===== src/rtl/selector_seq.sv =====
// Stimulus sequencer for a 2-bit-select / two-input selector: steps all 16 combinations, captures Q, flags Q==NQ.
// Optional pass/fail output against the golden table when SELSEQ_CHECK_EN is defined.
module selector_seq #(
   parameter int DWELL = 4
) (
   input  logic        clk,
   input  logic        rst_n,
   input  logic        start,
   input  logic        abort,
   input  logic        q_in,
   input  logic        nq_in,
   output logic [1:0]  sel,
   output logic        a,
   output logic        b,
   output logic        busy,
   output logic        done,
   output logic [15:0] tt,
   output logic        err
`ifdef SELSEQ_CHECK_EN
   ,
   output logic        pass
`endif
);

   generate
      if (DWELL < 1 || DWELL > 255) begin : g_bad_dwell
         $error("selector_seq: DWELL must be in 1..255");
      end
   endgenerate

   localparam logic [1:0] S_IDLE   = 2'd0;
   localparam logic [1:0] S_DRIVE  = 2'd1;
   localparam logic [1:0] S_SAMPLE = 2'd2;
   localparam logic [1:0] S_DONE   = 2'd3;

   localparam logic [7:0]  DWELL_LAST = 8'(DWELL - 1);
   localparam logic [15:0] GOLDEN_TT  = 16'hE8AC;

   logic [1:0]  state_reg, state_next;
   logic [3:0]  idx_reg, idx_next;
   logic [7:0]  cnt_reg, cnt_next;
   logic [15:0] tt_reg, tt_next;
   logic        err_reg, err_next;
   logic        drive_on;
   logic        run_abort;

   assign run_abort = abort && (state_reg == S_DRIVE || state_reg == S_SAMPLE);

   always_comb begin
      state_next = state_reg;
      idx_next   = idx_reg;
      cnt_next   = cnt_reg;
      tt_next    = tt_reg;
      err_next   = err_reg;
      case (state_reg)
         S_IDLE: begin
            if (start) begin
               tt_next    = '0;
               err_next   = 1'b0;
               idx_next   = '0;
               cnt_next   = '0;
               state_next = S_DRIVE;
            end
         end
         S_DRIVE: begin
            if (abort) begin
               state_next = S_IDLE;
            end else begin
               cnt_next = cnt_reg + 8'd1;
               if (cnt_reg == DWELL_LAST) begin
                  state_next = S_SAMPLE;
               end
            end
         end
         S_SAMPLE: begin
            // abort wins over the capture so a partial table never gets the aborted sample
            if (abort) begin
               state_next = S_IDLE;
            end else begin
               tt_next[idx_reg] = q_in;
               err_next         = err_reg | (q_in == nq_in);
               if (idx_reg == 4'd15) begin
                  state_next = S_DONE;
               end else begin
                  idx_next   = idx_reg + 4'd1;
                  cnt_next   = '0;
                  state_next = S_DRIVE;
               end
            end
         end
         S_DONE: begin
            state_next = S_IDLE;
         end
         default: begin
            state_next = S_IDLE;
         end
      endcase
   end

   // Outputs are registered from next-state values so they line up with the state they describe.
   assign drive_on = (state_next == S_DRIVE) || (state_next == S_SAMPLE);

   always_ff @(posedge clk or negedge rst_n) begin
      if (!rst_n) begin
         state_reg <= S_IDLE;
         idx_reg   <= '0;
         cnt_reg   <= '0;
         tt_reg    <= '0;
         err_reg   <= 1'b0;
         sel       <= '0;
         a         <= 1'b0;
         b         <= 1'b0;
         busy      <= 1'b0;
         done      <= 1'b0;
      end else begin
         state_reg <= state_next;
         idx_reg   <= idx_next;
         cnt_reg   <= cnt_next;
         tt_reg    <= tt_next;
         err_reg   <= err_next;
         sel       <= drive_on ? idx_next[3:2] : 2'b00;
         a         <= drive_on ? idx_next[1]   : 1'b0;
         b         <= drive_on ? idx_next[0]   : 1'b0;
         busy      <= drive_on;
         done      <= (state_next == S_DONE);
      end
   end

   assign tt  = tt_reg;
   assign err = err_reg;

`ifdef SELSEQ_CHECK_EN
   always_ff @(posedge clk or negedge rst_n) begin
      if (!rst_n) begin
         pass <= 1'b0;
      end else if (state_next == S_DONE && state_reg == S_SAMPLE) begin
         pass <= (tt_next == GOLDEN_TT) && !err_next;
      end else if ((state_reg == S_IDLE && start) || run_abort) begin
         pass <= 1'b0;
      end
   end
`else
   logic unused_ok;
   assign unused_ok = run_abort ^ (GOLDEN_TT == 16'h0);
`endif

endmodule


===== config.mk =====
export PLATFORM = sky130hd
export DESIGN_NAME = selector_seq
export DESIGN_NICKNAME = d
export VERILOG_FILES = /design/src/rtl/selector_seq.sv
export SDC_FILE = /design/constraint.sdc
export NUM_CORES = 1
export LEC_CHECK = 0
export ABC_AREA = 1
export CORE_MARGIN = 1
export CORE_UTILIZATION = 25
export CTS_CLUSTER_DIAMETER = 60
export DETAILED_ROUTE_END_ITERATION = 8
export GPL_TIMING_DRIVEN = 0
export PLACE_DENSITY = 0.54
export SLEW_MARGIN = 15
export SYNTH_ARGS = -nofsm -noshare
export SYNTH_HDL_FRONTEND = slang
export SYNTH_SLANG_ARGS = --single-unit

===== constraint.sdc =====
create_clock -name clk -period 1.65 [get_ports clk]
set_input_delay 0.4125 -clock clk [delete_from_list [all_inputs] [get_ports clk]]
set_output_delay 0.4125 -clock clk [all_outputs]
set_load 0.01 [all_outputs]

# After elaboration in Yosys (flattened, before gate mapping)
# Cells that the tools add are included.
# W data, S select, Z words.
# totals
regBits,37
output_inout_bits,23
elab_cells,62
# classes
bitwise,1
n_mux,27
n_addsub,2
reduce_logical,7
magnitude_cmp,2
n_eq_ne,13
# op_table
cell,count
$mux W16,2
$mux W8,4
$pmux W16 S2,1
$pmux W8 S3,1
$bwmux W16,1
$mux W2,6
$mux W4,3
$add A8 B1 Y8 const B,1
$eq A2 B2 Y1 const B,4
$eq A8 B2 Y1 const B,1
$ne A2 B2 Y1 const B,4
$pmux W2 S4,1
$pmux W4 S2,1
$lt A4 B5 Y1 const B,1
$mux W1,5
$reduce_and A5 Y1,1
$add A4 B1 Y4 const B,1
$demux W1 S4,1
$eq A2 B1 Y1 const B,2
$eq A4 B4 Y1 const B,1
$ge A4 B1 Y1 const B,1
$reduce_and A3 Y1,1
$reduce_bool A3 Y1,1
$logic_not A2 Y1,1
other kinds (6),6

# Depth between registers and ports, before layout
# Gate-level depths: netlist of the first run.
# logic_depth
ltp_word,7
ltp_mapped,10
ltp_nobuf,9

# Worst setup path before layout of the first run
# No wires, ideal clock.
# synth_path
path_type,flip-flop to flip-flop
startpoint,reg idx_reg[0]
endpoint,reg sel[0]
required_time_ns,1.520
synth_period_minus_slack_ns,1.568
path_slack_ns,0.082
path_buffers,0
setup_ns,0.130
arrival_time_ns,1.437
path_stages_with_launch,9
path_cell_list,dfrtp_1 -> ha_1 -> nand3_1 -> inv_1 -> nand2_1 -> o21ai_0 -> ha_1 -> inv_1 -> a21oi_1
# synth_between
elab_chain_cells,7
word_cells_on_any_way,12
# synth_rtl
item,line_no,source
from (decl),40,"logic [3:0] idx_reg, idx_next;"
from (signal assigned),117,idx_reg <= idx_next;
$eq A4 B4 Y1 (*),82,if (idx_reg == 4'd15) begin
$mux W2 (*),82,
$mux W2 (*),77,if (abort) begin
$pmux W2 S4 (*),55,case (state_reg)
net state_next[1],39,"logic [1:0] state_reg, state_next;"
$eq A2 B1 Y1 or $eq A2 B2 Y1 (tied branches),101,assign drive_on = (state_next == S_DRIVE) || (state_next == S_SAMPLE);
$logic_or A1 B1 Y1 (*),101,
net drive_on,44,logic drive_on;
$mux W2 (*),121,sel <= drive_on ? idx_next[3:2] : 2'b00;
to (signal assigned),121,
to (decl),12,"output logic [1:0] sel,"
# The timed path passes the listed nets; every way through them passes the cells marked *.
# A chain may end at the register's enable or synchronous reset.

# Final worst setup path of the first run
# layout_path
startpoint,reg tt_reg[15] (netlist: tt[15])
endpoint,out tt[15]
# layout_rtl
item,line_no,source
from (decl),42,"logic [15:0] tt_reg, tt_next;"
from (signal assigned),119,tt_reg <= tt_next;
to (decl),17,"output logic [15:0] tt,"
# No word-level cell between the ends.

==> impl_metrics.tcl, run 1 <==
set metrics [dict create \
    leakage_uw 0.001213 \
    layout.nets 311 \
    first_pass_iters 4 \
    finClkSkew_ns 0.007255 \
    reg2reg_to "sel[0]$_DFF_PN0_" \
    yosys.area.top_type "dfrtp_1" \
    rsz0062_at_grt "false" \
    ys_seq_elements 37 \
    grt.total_usage 0.1190 \
    totalWireLength_um 4709 \
    synth.top_cell.area_share 0.4695 \
    setup_slack_ns 0.03163 \
    hold_path.class "in -> async" \
    cts_made_buffers 5 \
    layout_commonest_cell "nand2_1" \
    report.final.slew_viol_count 0 \
    largest_register_ffs 16 \
    detailedPlace.worstSlack_ns -0.5317 \
    r2r_start "cnt_reg[0]$_DFFE_PN0P_" \
    synthTopCellsByArea "dfrtp_1 47%, nand2_1 14%, nand3_1 6.9%, o21ai_0 5.8%, nor2_1 5.7%" \
    arrival_ns 1.21 \
    start_kind "flop" \
    end_kind "output port" \
    ant_nets 0 \
    cap_violations 0 \
    path_max_fanout 2 \
    grt_pass1_wl_um 8017 \
    clk_pin_slew_ns 0.08 \
    status "finished clean" \
    seq_area_frac_synth 0.4695 \
    synthFlopType "dfrtp_1" \
    cts_tree "done" \
    critical-path-top-delay-family "buffers and inverters" \
    drtIter0Drc 82 \
    maxSlewHeadroom 0.7072 \
    overflow 0 \
    drt-vias-per-instance 4.425 \
    hold_ws_ns 0.05622 \
    port_buffers 28 \
    drcViolationCount 0 \
    synthesis.area_mm2 0.001972 \
    worstPathRequired_ns 1.24 \
    cp_num_buf_inv 1 \
    ios 29 \
    r2r_slack_ns 0.10 \
    async_flop_share 1.000 \
    cts-root-buf "clkbuf_8" \
    vias 1779 \
    synth_cells 260 \
    areaGrowthSynthToFinish_pct 31.28 \
    drive_above_1_share 0.1167 \
    die_area_mm2 0.008246 \
    grt_pass1_vias 1714 \
    slowest_delay_ns 0.54 \
    ir_drop_uv 374.7 \
    gp_congestion 0.8052 \
    worstMarginPinSlew_ns 0.4392 \
    htree_levels 2 \
    fin_crit_sh 0.9808 \
    yosysWarningCount 0 \
    finish.utilization 0.3368 \
    fmax_mhz 617.9 \
    fin_setup_tns_ns 0 \
    clkLatencyLatePin_ns 0.29 \
    setup_viol 0 \
    antenna_found_initial 0 \
    cts_max_path_buffers 2 \
    grt_start_max_net_pins 22 \
    die_w_um 90.81 \
    hpwl_um 3435 \
    synth_edf_count 0 \
    final_cell_mix "71 x nand2_1, 33 x dfrtp_1, 29 x nor2_1" \
    synth_nets 272 \
    clock-sinks 37 \
    initial_core_util 0.2565 \
    reg2reg_depth 7 \
    crit_chain "clkdlybuf4s50_1" \
    die_y_um 90.81 \
    final.min_clock_period_ns 1.618 \
    worstSetupStartpoint "tt[15]$_DFFE_PN0P_" \
    hold_viol 0 \
    synth.avg_cell_area_um2 7.584 \
    core_area_mm2 0.007687 \
    power.density_mw_per_mm2 1055 \
    antenna_cells 0 \
    critPathSlowestCell "clkdlybuf4s50_1" \
    path_class "reg -> out" \
    synth_cell_types 23 \
    num_rows 32 \
    wl_per_cell_um 11.71 \
    hold_buffers 0 \
]
## how the worst max path moves through the flow
stage / endpoint / slack (ns) / depth (start not counted)
after detailed placement: sel[0]$_DFF_PN0_ / -0.53 / 9
final: tt[15] / 0.03 / 1
after floorplan: sel[0]$_DFF_PN0_ / 0.08 / 8
after CTS: sel[0]$_DFF_PN0_ / 0.001 / 8
after global placement: tt[8]$_DFFE_PN0P_ / -0.76 / 1
after global routing: tt[7] / 0.002 / 1
## routing by layer
metal / GRT usage / routed length [um] / vias up / share of wire
met5: 0 / 0 / - / 0
met4: 0.03175 / 38 / 0 / 0.0081
met3: 0.02525 / 189 / 5 / 0.040
met2: 0.1888 / 2115 / 34 / 0.45
met1: 0.1638 / 2365 / 826 / 0.50
li1: - / - / 914 / -
## final cells by class
class	count	area, um^2
fill	821	5099
multi-input combinational	191	945.9
sequential	37	930.9
timing repair buffer	32	331.6
tap	102	127.6
inverter	27	101.3
clock buffer	6	82.58
clock inverter	2	37.54
buffer	5	31.28
## cell families (layout without fill, tap and decap cells)
family	Yosys count	after routing	synth area share
buffers and inverters	32	72	0.06726
XOR/XNOR	3	3	0.01333
AO/OA/AOI/OAI	41	41	0.1066
adder cells (fa/ha/maj)	6	6	0.03807
AND/OR/NAND/NOR	141	141	0.3052
flip-flops	37	37	0.4695
## worst reg2reg max path, cell delays in order (launching register included)
cell      delay [ns]
dfrtp_2         0.42
ha_1            0.24
nand4_1         0.14
nand2_1         0.08
a21boi_2        0.16
ha_1            0.27
inv_2           0.09
a21oi_1         0.05
## cell usage after synthesis, types with 2 or more instances
master    count
nand2_1      72
nand4_1       4
inv_1        25
o21ai_1       9
inv_2         2
nand3b_1      3
clkbuf_1      2
nand3_1      27
xor2_1        2
ha_1          6
dfrtp_1      37
nor2_1       30
a21oi_1       7
o21ai_0      23
nand2_2       3
## where the power goes
part           internal [uW]  total (uW)  switching, uW
Combinational            295         815            519
Sequential               999        1080           79.9
Clock                    492         838            346
## through the flow
step / total power [uW] / area [um^2] / std cells
floorplan: 1579 / 1972 / 260
global placement: 1816 / 2380 / 390
detailed placement: 1825 / 2402 / 391
CTS: 2726 / 2547 / 401
global route: 2908 / 2589 / 402
finish: 2731 / 2589 / 402
## repair_timing
action                                  in CTS  in global routing
setup buffers                                2                  1
pin swaps                                    0                  1
gates resized for setup                      8                 12
endpoints found under the setup margin       6                 14
Note: power is estimated with default switching activity, not from simulation.
==> run 2, diff against run 1 <==
- SKIP_CTS_REPAIR_TIMING: unset -> 1
==> run 2 against run 1 <==
  * Wire length shrank 0.30%
  * Critical path depth is the same
  * Power is essentially flat
  * Hold slack lost 0.0025 ns
  * Sequential power is essentially flat
  * Die area is the same
  * Critical path type unchanged
  * First-iteration DRC count shrank 39%
  * Largest cell class unchanged
  * Design area grew 0.58%
  * Critical endpoint unchanged
==> impl_metrics.tcl, run 2 (synthesis gave the netlist of run 1 again) <==
set metrics [dict create \
    status "finished clean" \
    clockPowerShare 0.306 \
    grt.total_usage 0.1187 \
    areaGrowthSynthToFinish_pct 32.04 \
    drcViolationCount 0 \
    port_buffers 28 \
    core_area_mm2 0.007687 \
    initial_core_util 0.2565 \
    cts_made_buffers 5 \
    switchingPower_uw 944.9 \
    worstMarginPinSlew_ns 0.4364 \
    power.share.combinational 0.292 \
    htree_levels 2 \
    fin_setup_tns_ns 0 \
    critical-path-top-delay-family "buffers and inverters" \
    crit_chain "clkdlybuf4s50_1" \
    fill_cells 827 \
    swShare 0.3457 \
    critPathSlowestCell "clkdlybuf4s50_1" \
    rsz0062_at_grt "true" \
    report.final.slew_viol_count 0 \
    drtIter0Drc 50 \
    hold_ws_ns 0.05370 \
    arrival_ns 1.21 \
    slowest_delay_ns 0.54 \
    die_y_um 90.81 \
    leakage_uw 0.001227 \
    hpwl_um 3435 \
    ir_drop_uv 344.3 \
    first_pass_iters 4 \
    die_area_mm2 0.008246 \
    path_class "reg -> out" \
    fin_crit_sh 0.9818 \
    cap_violations 0 \
    ios 29 \
    final.min_clock_period_ns 1.620 \
    largest_register_ffs 16 \
    clkLatencyLatePin_ns 0.29 \
    maxSlewHeadroom 0.7091 \
    final_cell_mix "71 x nand2_1, 33 x dfrtp_1, 28 x nor2_1" \
    end_kind "output port" \
    grt_pass1_wl_um 8004 \
    p_seq_frac 0.402 \
    setup_viol 0 \
    layout_commonest_cell "nand2_1" \
    hold_viol 0 \
    power.density_mw_per_mm2 1050 \
    post_dp_cell_area_mm2 0.002402 \
    drive_above_1_share 0.1296 \
    antenna_cells 0 \
    path_max_fanout 2 \
    ant_nets 0 \
    worstPathRequired_ns 1.24 \
    gp_congestion 0.8052 \
    vias 1782 \
    die_w_um 90.81 \
    cts-root-buf "clkbuf_8" \
    layout.nets 312 \
    finish.instance_area_mm2 0.002604 \
    drt-vias-per-instance 4.422 \
    fmax_mhz 617.3 \
    finClkSkew_ns 0.005880 \
    grt_start_max_net_pins 22 \
    start_kind "flop" \
    overflow 0 \
    grt_pass1_vias 1708 \
    setup_slack_ns 0.02995 \
    clk_pin_slew_ns 0.08 \
    antenna_found_initial 0 \
    cp_num_buf_inv 1 \
    num_rows 32 \
    wl_per_cell_um 11.65 \
    detailedPlace.worstSlack_ns -0.5317 \
    intPower_uw 1788 \
    cts_max_path_buffers 2 \
    cts_tree "done" \
    clock-sinks 37 \
    totalWireLength_um 4695 \
    hold_path.class "in -> async" \
]
==> run 2: cell types whose count changed in the layout (fill, tap and decap cells not counted), sizes merged <==
cell / previous run / this run
buf: 8 / 9
dlymetal6s2s: 3 / 4
dlygate4sd2: 1 / 0
==> run 2: path summary, 6_finish.rpt <==
| check | from | endpoint | slack (ns) | depth (start not counted) |
|---|---|---|---|---|
| worst max-delay path | tt[15]$_DFFE_PN0P_ | tt[15] | 0.03 | 1 |
| worst min-delay path | rst_n | cnt_reg[6]$_DFFE_PN0P_ | 0.05 | 1 |
| worst max register to register | state_reg[0]$_DFF_PN0_ | sel[0]$_DFF_PN0_ | 0.08 | 8 |
| worst min register to register | tt[10]$_DFFE_PN0P_ | tt[10]$_DFFE_PN0P_ | 0.50 | 2 |
| max in group asynchronous | rst_n | state_reg[0]$_DFF_PN0_ | 1.14 | 2 |
| min in group clk | start | err$_DFFE_PN0P_ | 0.47 | 2 |
==> run 2: layer usage <==
metal	share of wire	GRT usage	wire [um]	vias up
li1	-	-	-	916
met1	0.50	0.1634	2343	823
met3	0.043	0.02609	203	5
met5	0	0	0	-
met2	0.45	0.1862	2103	38
met4	0.0094	0.03439	44	0
==> run 2: power groups by stage <==
stage	combinational (uW)	clock, uW	sequential [uW]
2_1_floorplan	478	0	1100
3_3_place_gp	705	0	1110
3_5_place_dp	715	0	1110
4_1_cts	720	868	1090
5_1_grt	909	891	1120
6_report	798	836	1100
==> run 2: final cells by class <==
class	count	area, um^2	area share
buffer	5	31.28	0.01201
inverter	27	101.3	0.03892
clock buffer	6	82.58	0.03172
timing repair buffer	33	342.8	0.1317
tap	102	127.6	0.04901
multi-input combinational	191	949.7	0.3647
clock inverter	2	37.54	0.01442
sequential	37	930.9	0.3575
==> run 2: per-stage QoR <==
stage                     total power [uW]    util  instances
after floorplan                       1579       -        260
after global placement                1816  0.3096        390
after detailed placement              1825  0.3125        391
after CTS                             2680  0.3281        399
after global routing                  2916  0.3387        403
final                                 2733  0.3387        403
